--- src/rtl/checkpoint_monitor_if.sv ---
// checkpoint_monitor_if: control, progress-word and result signals of the checkpoint monitor.
interface checkpoint_monitor_if #(
  parameter int DATA_W = 16,
  parameter int CNT_W  = 32
);
  logic              enable;
  logic [DATA_W-1:0] checkbits;
  logic [3:0]        rd_idx;
  logic              busy;
  logic              pass;
  logic              fail;
  logic [1:0]        fail_code;
  logic [3:0]        cur_test;
  logic              start_pulse;
  logic              end_pulse;
  logic [CNT_W-1:0]  rd_cycles;
  modport master (
    output enable, checkbits, rd_idx,
    input  busy, pass, fail, fail_code, cur_test, start_pulse, end_pulse, rd_cycles
  );
  modport slave (
    input  enable, checkbits, rd_idx,
    output busy, pass, fail, fail_code, cur_test, start_pulse, end_pulse, rd_cycles
  );
endinterface

--- src/rtl/checkpoint_monitor.sv ---
// checkpoint_monitor: debounces firmware progress words and times an ordered start/end test sequence.
module checkpoint_monitor #(
  parameter int                DATA_W      = 16,
  parameter logic [DATA_W-9:0] PREFIX      = 'hAB,
  parameter int                N_TESTS     = 3,
  parameter int                STABLE_CYC  = 2,
  parameter int                TIMEOUT_CYC = 100000,
  parameter int                CNT_W       = 32
) (
  input logic                 clock,
  input logic                 resetb,
  checkpoint_monitor_if.slave bus
);
  localparam int TW = $clog2(TIMEOUT_CYC + 1);
  typedef enum logic [2:0] {IDLE, WAIT_START, RUN, PASS, FAIL} state_t;
  state_t            state_q, state_d;
  logic [DATA_W-1:0] prev_q, prev_d, last_q, last_d, w;
  logic [4:0]        hold_q, hold_d;
  logic [3:0]        cur_test_q, cur_test_d;
  logic [TW-1:0]     tmo_q, tmo_d;
  logic [CNT_W-1:0]  cnt_q, cnt_d, cnt_inc;
  logic [CNT_W-1:0]  res_q [16];
  logic [CNT_W-1:0]  res_d [16];
  logic [1:0]        code_q, code_d;
  logic              sp_q, sp_d, ep_q, ep_d;
  logic              active, accept, is_start, is_end, timed_out, last_test;
  always_comb begin
    w         = bus.checkbits;
    prev_d    = w;
    hold_d    = (w != prev_q) ? 5'd1 : (hold_q == 5'(STABLE_CYC)) ? hold_q : hold_q + 5'd1;
    active    = (state_q == WAIT_START) || (state_q == RUN);
    accept    = active && (hold_d == 5'(STABLE_CYC)) && (w[DATA_W-1:8] == PREFIX) && (w != last_q);
    is_start  = w == {PREFIX, cur_test_q, 4'h0};
    is_end    = w == {PREFIX, cur_test_q, 4'h1};
    cnt_inc   = (&cnt_q) ? cnt_q : cnt_q + CNT_W'(1);
    timed_out = tmo_q >= TW'(TIMEOUT_CYC - 1);
    last_test = cur_test_q == 4'(N_TESTS - 1);
    state_d    = state_q;
    last_d     = last_q;
    cur_test_d = cur_test_q;
    tmo_d      = (active && tmo_q != TW'(TIMEOUT_CYC)) ? tmo_q + TW'(1) : tmo_q;
    cnt_d      = (state_q == RUN) ? cnt_inc : cnt_q;
    res_d      = res_q;
    code_d     = code_q;
    sp_d       = 1'b0;
    ep_d       = 1'b0;
    if (!bus.enable) begin
      state_d    = IDLE;
      cur_test_d = 4'd0;
      code_d     = 2'd0;
    end else if (state_q == IDLE) begin
      state_d    = WAIT_START;
      cur_test_d = 4'd0;
      tmo_d      = '0;
      res_d      = '{default: '0};
      last_d     = '0;
      code_d     = 2'd0;
    end else if (accept) begin
      // an in-order marker wins over a timeout landing on the same cycle
      last_d = w;
      if (state_q == WAIT_START && is_start) begin
        state_d = RUN;
        sp_d    = 1'b1;
        cnt_d   = '0;
      end else if (state_q == RUN && is_end) begin
        ep_d               = 1'b1;
        res_d[cur_test_q]  = cnt_inc;
        state_d            = last_test ? PASS : WAIT_START;
        cur_test_d         = last_test ? cur_test_q : cur_test_q + 4'd1;
      end else begin
        state_d = FAIL;
        code_d  = 2'd2;
      end
    end else if (active && timed_out) begin
      state_d = FAIL;
      code_d  = 2'd1;
    end
  end
  always_ff @(posedge clock or negedge resetb) begin
    if (!resetb) begin
      state_q    <= IDLE;
      prev_q     <= '0;
      last_q     <= '0;
      hold_q     <= '0;
      cur_test_q <= '0;
      tmo_q      <= '0;
      cnt_q      <= '0;
      res_q      <= '{default: '0};
      code_q     <= '0;
      sp_q       <= 1'b0;
      ep_q       <= 1'b0;
    end else begin
      state_q    <= state_d;
      prev_q     <= prev_d;
      last_q     <= last_d;
      hold_q     <= hold_d;
      cur_test_q <= cur_test_d;
      tmo_q      <= tmo_d;
      cnt_q      <= cnt_d;
      res_q      <= res_d;
      code_q     <= code_d;
      sp_q       <= sp_d;
      ep_q       <= ep_d;
    end
  end
  assign bus.busy        = (state_q == WAIT_START) || (state_q == RUN);
  assign bus.pass        = state_q == PASS;
  assign bus.fail        = state_q == FAIL;
  assign bus.fail_code   = code_q;
  assign bus.cur_test    = cur_test_q;
  assign bus.start_pulse = sp_q;
  assign bus.end_pulse   = ep_q;
  assign bus.rd_cycles   = (bus.rd_idx < 4'(N_TESTS)) ? res_q[bus.rd_idx] : '0;
endmodule

--- src/flat_wrapper.sv ---
// flat-port wrapper written by rule: the top's interface ports become plain ports
module checkpoint_monitor_flat 
#(
  parameter int                DATA_W      = 16,
  parameter logic [DATA_W-9:0] PREFIX      = 'hAB,
  parameter int                N_TESTS     = 3,
  parameter int                STABLE_CYC  = 2,
  parameter int                TIMEOUT_CYC = 100000,
  parameter int                CNT_W       = 32
)
  (clock, resetb, bus_enable, bus_checkbits, bus_rd_idx, bus_busy, bus_pass, bus_fail, bus_fail_code, bus_cur_test, bus_start_pulse, bus_end_pulse, bus_rd_cycles);
  checkpoint_monitor_if #(.DATA_W(DATA_W), .CNT_W(CNT_W)) bus_i ();
  input logic clock;
  input logic resetb;
  input wire logic [$bits(bus_i.enable)-1:0] bus_enable;
  input wire logic [$bits(bus_i.checkbits)-1:0] bus_checkbits;
  input wire logic [$bits(bus_i.rd_idx)-1:0] bus_rd_idx;
  output wire logic [$bits(bus_i.busy)-1:0] bus_busy;
  output wire logic [$bits(bus_i.pass)-1:0] bus_pass;
  output wire logic [$bits(bus_i.fail)-1:0] bus_fail;
  output wire logic [$bits(bus_i.fail_code)-1:0] bus_fail_code;
  output wire logic [$bits(bus_i.cur_test)-1:0] bus_cur_test;
  output wire logic [$bits(bus_i.start_pulse)-1:0] bus_start_pulse;
  output wire logic [$bits(bus_i.end_pulse)-1:0] bus_end_pulse;
  output wire logic [$bits(bus_i.rd_cycles)-1:0] bus_rd_cycles;
  assign bus_i.enable = bus_enable;
  assign bus_i.checkbits = bus_checkbits;
  assign bus_i.rd_idx = bus_rd_idx;
  assign bus_busy = bus_i.busy;
  assign bus_pass = bus_i.pass;
  assign bus_fail = bus_i.fail;
  assign bus_fail_code = bus_i.fail_code;
  assign bus_cur_test = bus_i.cur_test;
  assign bus_start_pulse = bus_i.start_pulse;
  assign bus_end_pulse = bus_i.end_pulse;
  assign bus_rd_cycles = bus_i.rd_cycles;
  checkpoint_monitor #(.DATA_W(DATA_W), .PREFIX(PREFIX), .N_TESTS(N_TESTS), .STABLE_CYC(STABLE_CYC), .TIMEOUT_CYC(TIMEOUT_CYC), .CNT_W(CNT_W)) u_core (.clock(clock), .resetb(resetb), .bus(bus_i));
endmodule
--- config.mk ---
export PLATFORM = sky130hd
export DESIGN_NAME = checkpoint_monitor_flat
export DESIGN_NICKNAME = d
export VERILOG_FILES = /design/src/rtl/checkpoint_monitor_if.sv /design/src/rtl/checkpoint_monitor.sv /design/src/flat_wrapper.sv
export SDC_FILE = /design/constraint.sdc
export NUM_CORES = 1
export LEC_CHECK = 0
export CAP_MARGIN = 20
export CORE_MARGIN = 2
export CORE_UTILIZATION = 45
export DETAILED_ROUTE_END_ITERATION = 6
export PLACE_DENSITY = 0.74
export SETUP_SLACK_MARGIN = 0.02
export SYNTH_ARGS = -nofsm -noshare
export SYNTH_HDL_FRONTEND = slang
export SYNTH_SLANG_ARGS = --single-unit
export TNS_END_PERCENT = 5
--- constraint.sdc ---
create_clock -name clock -period 3 [get_ports clock]
set_clock_uncertainty 0.1 [all_clocks]
set_input_delay 0.9 -clock clock [delete_from_list [all_inputs] [get_ports clock]]
set_output_delay 0.9 -clock clock [all_outputs]
set_load 0.02 [all_outputs]
==> impl_metrics.tcl, run 1 <==
set metrics [dict create \
    status "finished, final reports clean" \
    finalHoldViolations 0 \
    utilization 0.572 \
    yosysMostFrequentCell "dfrtp_1" \
    worst-slew-pin-transition_ps 1130 \
    min_period_ps 3000 \
    cts_root_buf "clkbuf_16" \
    synthCells 1064 \
    initial_core_util 0.455 \
    cts.reportedPaths.clkPinSlew_ps 70 \
    max_freq_mhz 334 \
    drt-initial-drc-count 836 \
    endpoint_kind "flip-flop" \
    rows 55 \
    cts_tree "built" \
    grt_overflow_total 0 \
    power_density_nw_per_um2 476 \
    diodes 0 \
    critical_path.startpoint "bus_checkbits[5]" \
    syn_area_um2 10200 \
    via_per_inst 5.81 \
    yosys-top-cells-count "dfrtp_1 (198), nor2_1 (137), o2bb2ai_1 (100)" \
    nets 1187 \
    finalSetupViolCount 0 \
    fp.dieH_um 155 \
    grt_max_degree 57 \
    clock_latency_ps 430 \
    synth_area_leaders "dfrtp_1 (48%), o2bb2ai_1 (8.6%), xor2_1 (5.7%), nor2_1 (5.0%), mux2i_1 (4.1%)" \
    die_area_um2 24000 \
    grt_antenna_before_repair 0 \
    ys_types 53 \
    slew_viol_final 0 \
    rsz0062_at_grt "true" \
    route.detailed.drc 0 \
    ant_nets 0 \
    fillers 1832 \
    grt_first_pass_wirelength_mm 43.0 \
    cp.arrival_ps 3210 \
    finalCritPeriodShare 0.999 \
    ys_warn_count 0 \
    synthArstFlopShare 1.00 \
    grt_pass1_vias 8037 \
    crit_top_cell "buf_6" \
    synth_seq_area_share 0.484 \
    drive_gt1_frac 0.208 \
    yosysTopAreaCellShare 0.484 \
    port-buffer-count 65 \
    fin_tns_setup_ps 0 \
    hold_path.class "in2async" \
    worst_setup_path_start_kind "input port" \
    crit_type "in2reg" \
    cts.htree.levels 4 \
    crit_fanout 13 \
    hpwl_mm 17.3 \
    synth_edf_count 0 \
    yosys.area.top_type "dfrtp_1" \
    gp_congestion 0.898 \
    crit_required_ps 3210 \
    area.sequential_um2 4960 \
    multiInputGateArea_um2 5230 \
    die_w_um 155 \
    cap_violations 0 \
    coreArea_um2 22500 \
    cts_hold_buf 0 \
    synthFlopType "dfrtp_1" \
    ios 66 \
    syn_area_per_cell_um2 9.62 \
    peakVddDrop_uv 375 \
    cts_buffer_depth 2 \
    grt_use_total 0.224 \
    slew_headroom 0.245 \
    dr_total_vias 8437 \
    finish.instance_area_um2 12900 \
    area_growth_pct 25.7 \
    power.leakage_nw 5.70 \
    placed_area_um2 11700 \
    path_cells "clkdlybuf4s50_1 > buf_6 > xor2_2 > nor3_1 > nand4_1 > a21oi_4 > a41oi_4 > buf_12 > buf_6 > o2bb2ai_2" \
    r2r-start "u_core.hold_q[0]" \
    slowest_delay_ps 450 \
    syn_nets 1096 \
    clock-sinks 198 \
    dr.pass1.iters 7 \
    post_drt_wl_per_cell_um 18.8 \
    ys_ff_latch 198 \
    cts_made_buffers 17 \
    slowest_stage "clkdlybuf4s50_1" \
    drt-total-wl_mm 27.3 \
]
-- where the power goes --
part | switching [mW] | leakage [nW] | internal (mW) | total (mW)
Combinational | 0.700 | 2.88 | 0.495 | 1.19
Sequential | 0.0475 | 2.56 | 2.71 | 2.75
Clock | 1.05 | 0.268 | 1.13 | 2.17
Total | 1.79 | 5.70 | 4.33 | 6.12
-- critical path, delay by kind of cell --
kind / cells / cell delay [ps]
AOI/OAI and AO/OA: 3 / 560
xor gates and xnor gates: 1 / 200
buffers and inverters: 4 / 950
and+or+nand+nor: 2 / 580
-- metrics by stage --
step / worst slack, ps / std cells / total power, mW / hold slack, ps
after CTS: -15.3 / 1439 / 5.97 / 348
after global routing: -78.5 / 1453 / 6.35 / 360
after detailed placement: -714 / 1402 / 3.73 / 373
after floorplan: -10.0 / 1064 / 3.28 / 355
final: 4.24 / 1453 / 6.12 / 332
after global placement: -747 / 1402 / 3.71 / 370
-- layout by cell type, fill, tap and decap left out, types with 4 or more instances in the layout --
cell,n
nor3_1,16
o21ai_0,13
clkdlybuf4s50_1,17
clkbuf_16,21
and3_1,14
mux2i_1,39
buf_12,10
ha_1,9
dfrtp_1,197
nor2b_1,4
inv_1,12
nand4_1,42
nor2_2,14
o21a_1,4
nor4_2,7
o2bb2ai_1,89
buf_8,6
buf_4,97
or3_1,8
xor2_1,65
and2_1,5
nand3_1,29
o21ai_1,4
o2bb2ai_2,11
buf_2,9
nand2_1,90
nor2_1,122
a31oi_1,8
dlymetal6s2s_1,10
nor4_1,10
a21oi_1,42
xnor2_1,36
buf_6,15
and4_1,4
-- final cells by class --
class                   count  area share
clock buffers              21      0.0358
clock inverters            11     0.00710
inverters                  12     0.00350
multi-input cells         752       0.406
flip-flops and latches    198       0.385
well taps                 285      0.0277
repair buffers            174       0.135
-- timing repair --
action | 4_1_cts | 5_1_grt
cloned | 3 | 5
gates resized for setup | 179 | 93
pin swaps | 2 | 22
setup buffers | 2 | 9
endpoints found under the setup margin | 168 | 191
-- per-layer routing --
layer	up-vias	track usage	part of all wire
li1	3940	-	-
met1	4201	0.330	0.47
met2	272	0.348	0.47
met3	24	0.0317	0.050
met4	0	0.0613	0.010
met5	-	0	0
-- path summary, 6_finish.rpt --
path                                     end  slack [ps]  depth (start not counted)
max in group asynchronous  u_core.res_q[439]        1790                          2
max reg2reg                u_core.res_q[490]         120                          9
min                          u_core.tmo_q[5]         330                          1
max                        u_core.res_q[475]           4                         10
min reg2reg                u_core.res_q[488]         390                          1
min in group clock         u_core.res_q[488]         390                          1
-- registers in the layout, summed over array words and instances (netlist names) --
name / count
u_core.last_q: 16
u_core.bus.fail_code: 2
u_core.bus.start_pulse: 1
u_core.res_q: 101
u_core.hold_q: 5
u_core.bus.cur_test: 4
u_core.cnt_q: 32
u_core.tmo_q: 17
u_core.state_q: 3
u_core.prev_q: 16
u_core.bus.end_pulse: 1
-- logic make-up after synthesis --
logic type               share of synthesized area
XOR/XNOR                                    0.0907
AO/OA/AOI/OAI                                0.143
adder cells (fa/ha/maj)                     0.0110
multiplexers                                0.0411
flip-flops                                   0.484
buffers and inverters                       0.0420
AND/OR/NAND/NOR                              0.188
Note: power is estimated with default switching activity, not from simulation.
==> inputs of run 2 (changes only) <==
--- a/config.mk
+++ b/config.mk
@@ -5,12 +5,14 @@
 export SDC_FILE = /design/constraint.sdc
 export NUM_CORES = 1
 export LEC_CHECK = 0
+export ABC_AREA = 1
 export CAP_MARGIN = 20
 export CORE_MARGIN = 2
 export CORE_UTILIZATION = 45
 export DETAILED_ROUTE_END_ITERATION = 6
-export PLACE_DENSITY = 0.74
+export PLACE_DENSITY = 0.73
 export SETUP_SLACK_MARGIN = 0.02
+export SLEW_MARGIN = 10
 export SYNTH_ARGS = -nofsm -noshare
 export SYNTH_HDL_FRONTEND = slang
 export SYNTH_SLANG_ARGS = --single-unit
==> run 2 against run 1 <==
Effect of this change: die area grew 18%; largest power group unchanged; clock power up 49%; worst hold slack lost 63 ps; sequential share of layout area is 2.5 points lower; via count increased by 38%; critical endpoint is now bus_rd_cycles[31]; count of clock-buffer cells in the layout rose by 17; routed wire length up 28%.
==> impl_metrics.tcl, run 2 <==
set metrics [dict create \
    status "finished, final reports clean" \
    syn_nets 1713 \
    fillers 2371 \
    ys_warn_count 0 \
    initial_core_util 0.454 \
    slew_headroom 0.312 \
    power.leakage_nw 7.52 \
    cts_root_buf "clkbuf_16" \
    area_growth_pct 23.5 \
    drt-total-wl_mm 35.0 \
    cap_violations 0 \
    slowest_stage "o21ai_2" \
    dr.pass1.iters 7 \
    crit_fanout 6 \
    grt_max_degree 69 \
    holdWs_ps 269 \
    syn_area_per_cell_um2 7.19 \
    cts.htree.levels 1 \
    route.detailed.drc 0 \
    max_freq_mhz 337 \
    cts_made_buffers 26 \
    yosys.area.top_type "dfrtp_1" \
    grt_overflow_total 0 \
    yosysTopAreaCellShare 0.445 \
    crit_required_ps 2000 \
    path_cells "buf_8 > buf_12 > buf_4 > o21ai_2 > o22ai_2 > o21bai_4 > a41oi_2 > buf_6" \
    yosys-top-cells-count "nand2_1 (584), dfrtp_1 (215), nor2_1 (171)" \
    worst-slew-pin-transition_ps 1030 \
    largest_register_ffs 118 \
    layout_commonest_cell "nand2_1" \
    ys_ff_latch 215 \
    synthArstFlopShare 1.00 \
    rsz0062_at_grt "true" \
    worst_setup_path_start_kind "input port" \
    peakVddDrop_uv 544 \
    clock-sinks 215 \
    rows 60 \
    drt-initial-drc-count 917 \
    dr_total_vias 11600 \
    die_area_um2 28200 \
    slowest_delay_ps 160 \
    die_w_um 168 \
    ys_types 39 \
    synth_area_leaders "dfrtp_1 (44%), nand2_1 (18%), nor2_1 (5.3%), nand4_1 (5.2%), inv_1 (3.4%)" \
    gp_congestion 0.907 \
    port-buffer-count 65 \
    finalSetupViolCount 0 \
    finalCritPeriodShare 0.988 \
    diodes 0 \
    hpwl_mm 22.9 \
    nets 1780 \
    reg2reg_slack_ps 560 \
    endpoint_kind "primary output" \
    cts.reportedPaths.clkPinSlew_ps 60 \
    cp.arrival_ps 1960 \
    synthCells 1681 \
    slew_viol_final 0 \
    synth_seq_area_share 0.445 \
    fp.dieH_um 168 \
    clock_latency_ps 540 \
    syn_area_um2 12100 \
    utilization 0.560 \
    synth_edf_count 0 \
    grt_antenna_before_repair 0 \
    cts_tree "built" \
    dr.max_layer_used "met4" \
    cts_buffer_depth 3 \
    ant_nets 0 \
    drive_gt1_frac 0.161 \
    dr_wl_met3_mm 2.35 \
    critPathBufInv 4 \
    final_cell_mix "nand2_1 (582), dfrtp_1 (215), nor2_1 (164), inv_1 (106), buf_4 (105)" \
    synthFlopType "dfrtp_1" \
    min_period_ps 2960 \
    coreArea_um2 26700 \
    finalHoldViolations 0 \
    dr_wl_met2_mm 16.5 \
    power_density_nw_per_um2 632 \
    post_drt_wl_per_cell_um 16.6 \
    via_per_inst 5.50 \
    grt_pass1_vias 11300 \
    grt_first_pass_wirelength_mm 57.6 \
    yosysMostFrequentCell "nand2_1" \
    crit_type "in2out" \
    drt-met1-wl_mm 15.3 \
    ios 66 \
    hold_path.class "in2async" \
    path_delay_family "compound AO/OA/AOI/OAI gates" \
    reg.largest.list "u_core.res_q: 118 flops, u_core.cnt_q: 32 flops, u_core.tmo_q: 17 flops" \
    grt_use_total 0.248 \
    regMostFlops "u_core.res_q" \
]
## run 2: cell types whose count changed after synthesis, moves of 42 or more
cell,before,now
inv_1,12,108
o2bb2ai_1,100,0
nand2_1,90,584
nand4_1,42,101
nand3_1,31,80
mux2i_1,42,0
xor2_1,67,23
## run 2: layout make-up
class	count	area, um2	share of cell area
repair buffers	176	1830	0.123
well taps	341	427	0.0286
clock inverters	9	110	0.00738
multi-input cells	1202	5900	0.395
inverters	127	492	0.0329
clock buffers	38	786	0.0526
flip-flops and latches	215	5380	0.360
## run 2: report_power, final
part / total [mW] / internal, mW / switching, mW / leakage (nW)
Sequential: 3.39 / 3.18 / 0.210 / 2.84
Combinational: 2.81 / 0.986 / 1.82 / 4.24
Clock: 3.24 / 1.98 / 1.25 / 0.448
## run 2: per-layer routing
metal  vias to the layer above  track usage
met2                       397        0.412
li1                       5554            -
met1                      5576        0.337
met4                         0       0.0767
met5                         -            0
met3                        74       0.0369
## run 2: logic make-up after synthesis
| family | share of synthesized area |
|---|---|
| compound gates | 0.0847 |
| xor+xnor | 0.0261 |
| simple gates | 0.347 |
| buf+inv | 0.0883 |
| fa+ha+maj | 0.00931 |
| flops | 0.445 |
## run 2: per-stage QoR
| stage | instances | instance area, um2 | TNS, ps | worst slack, ps | power, mW |
|---|---|---|---|---|---|
| detailed placement | 2049 | 13800 | -71700 | -960 | 6.15 |
| global placement | 2049 | 13800 | -60660 | -890 | 6.09 |
| floorplan | 1681 | 12200 | -1350 | -86.5 | 5.01 |
| finish | 2108 | 14900 | 0 | 35.9 | 9.43 |
| global route | 2108 | 14900 | -9.37 | -9.37 | 9.89 |
| CTS | 2101 | 14700 | 0 | 0.471 | 9.40 |
## run 2: timing repair
action,in CTS,in global routing
setup buffers,3,3
pin swaps,7,19
endpoints found under the hold margin,0,0
hold buffers,0,0
cloned,2,5
endpoints found under the setup margin,35,71
resized for setup,177,56
## run 2: worst paths after layout
path                                    from                end  cells past startpoint
max                            bus_rd_idx[0]  bus_rd_cycles[31]                      8
min                                   resetb  u_core.res_q[434]                      1
max reg2reg                u_core.state_q[1]  u_core.res_q[472]                      8
min reg2reg                u_core.res_q[448]  u_core.res_q[448]                      2
max in group asynchronous             resetb  u_core.res_q[468]                      2
min in group clock         u_core.res_q[448]  u_core.res_q[448]                      2
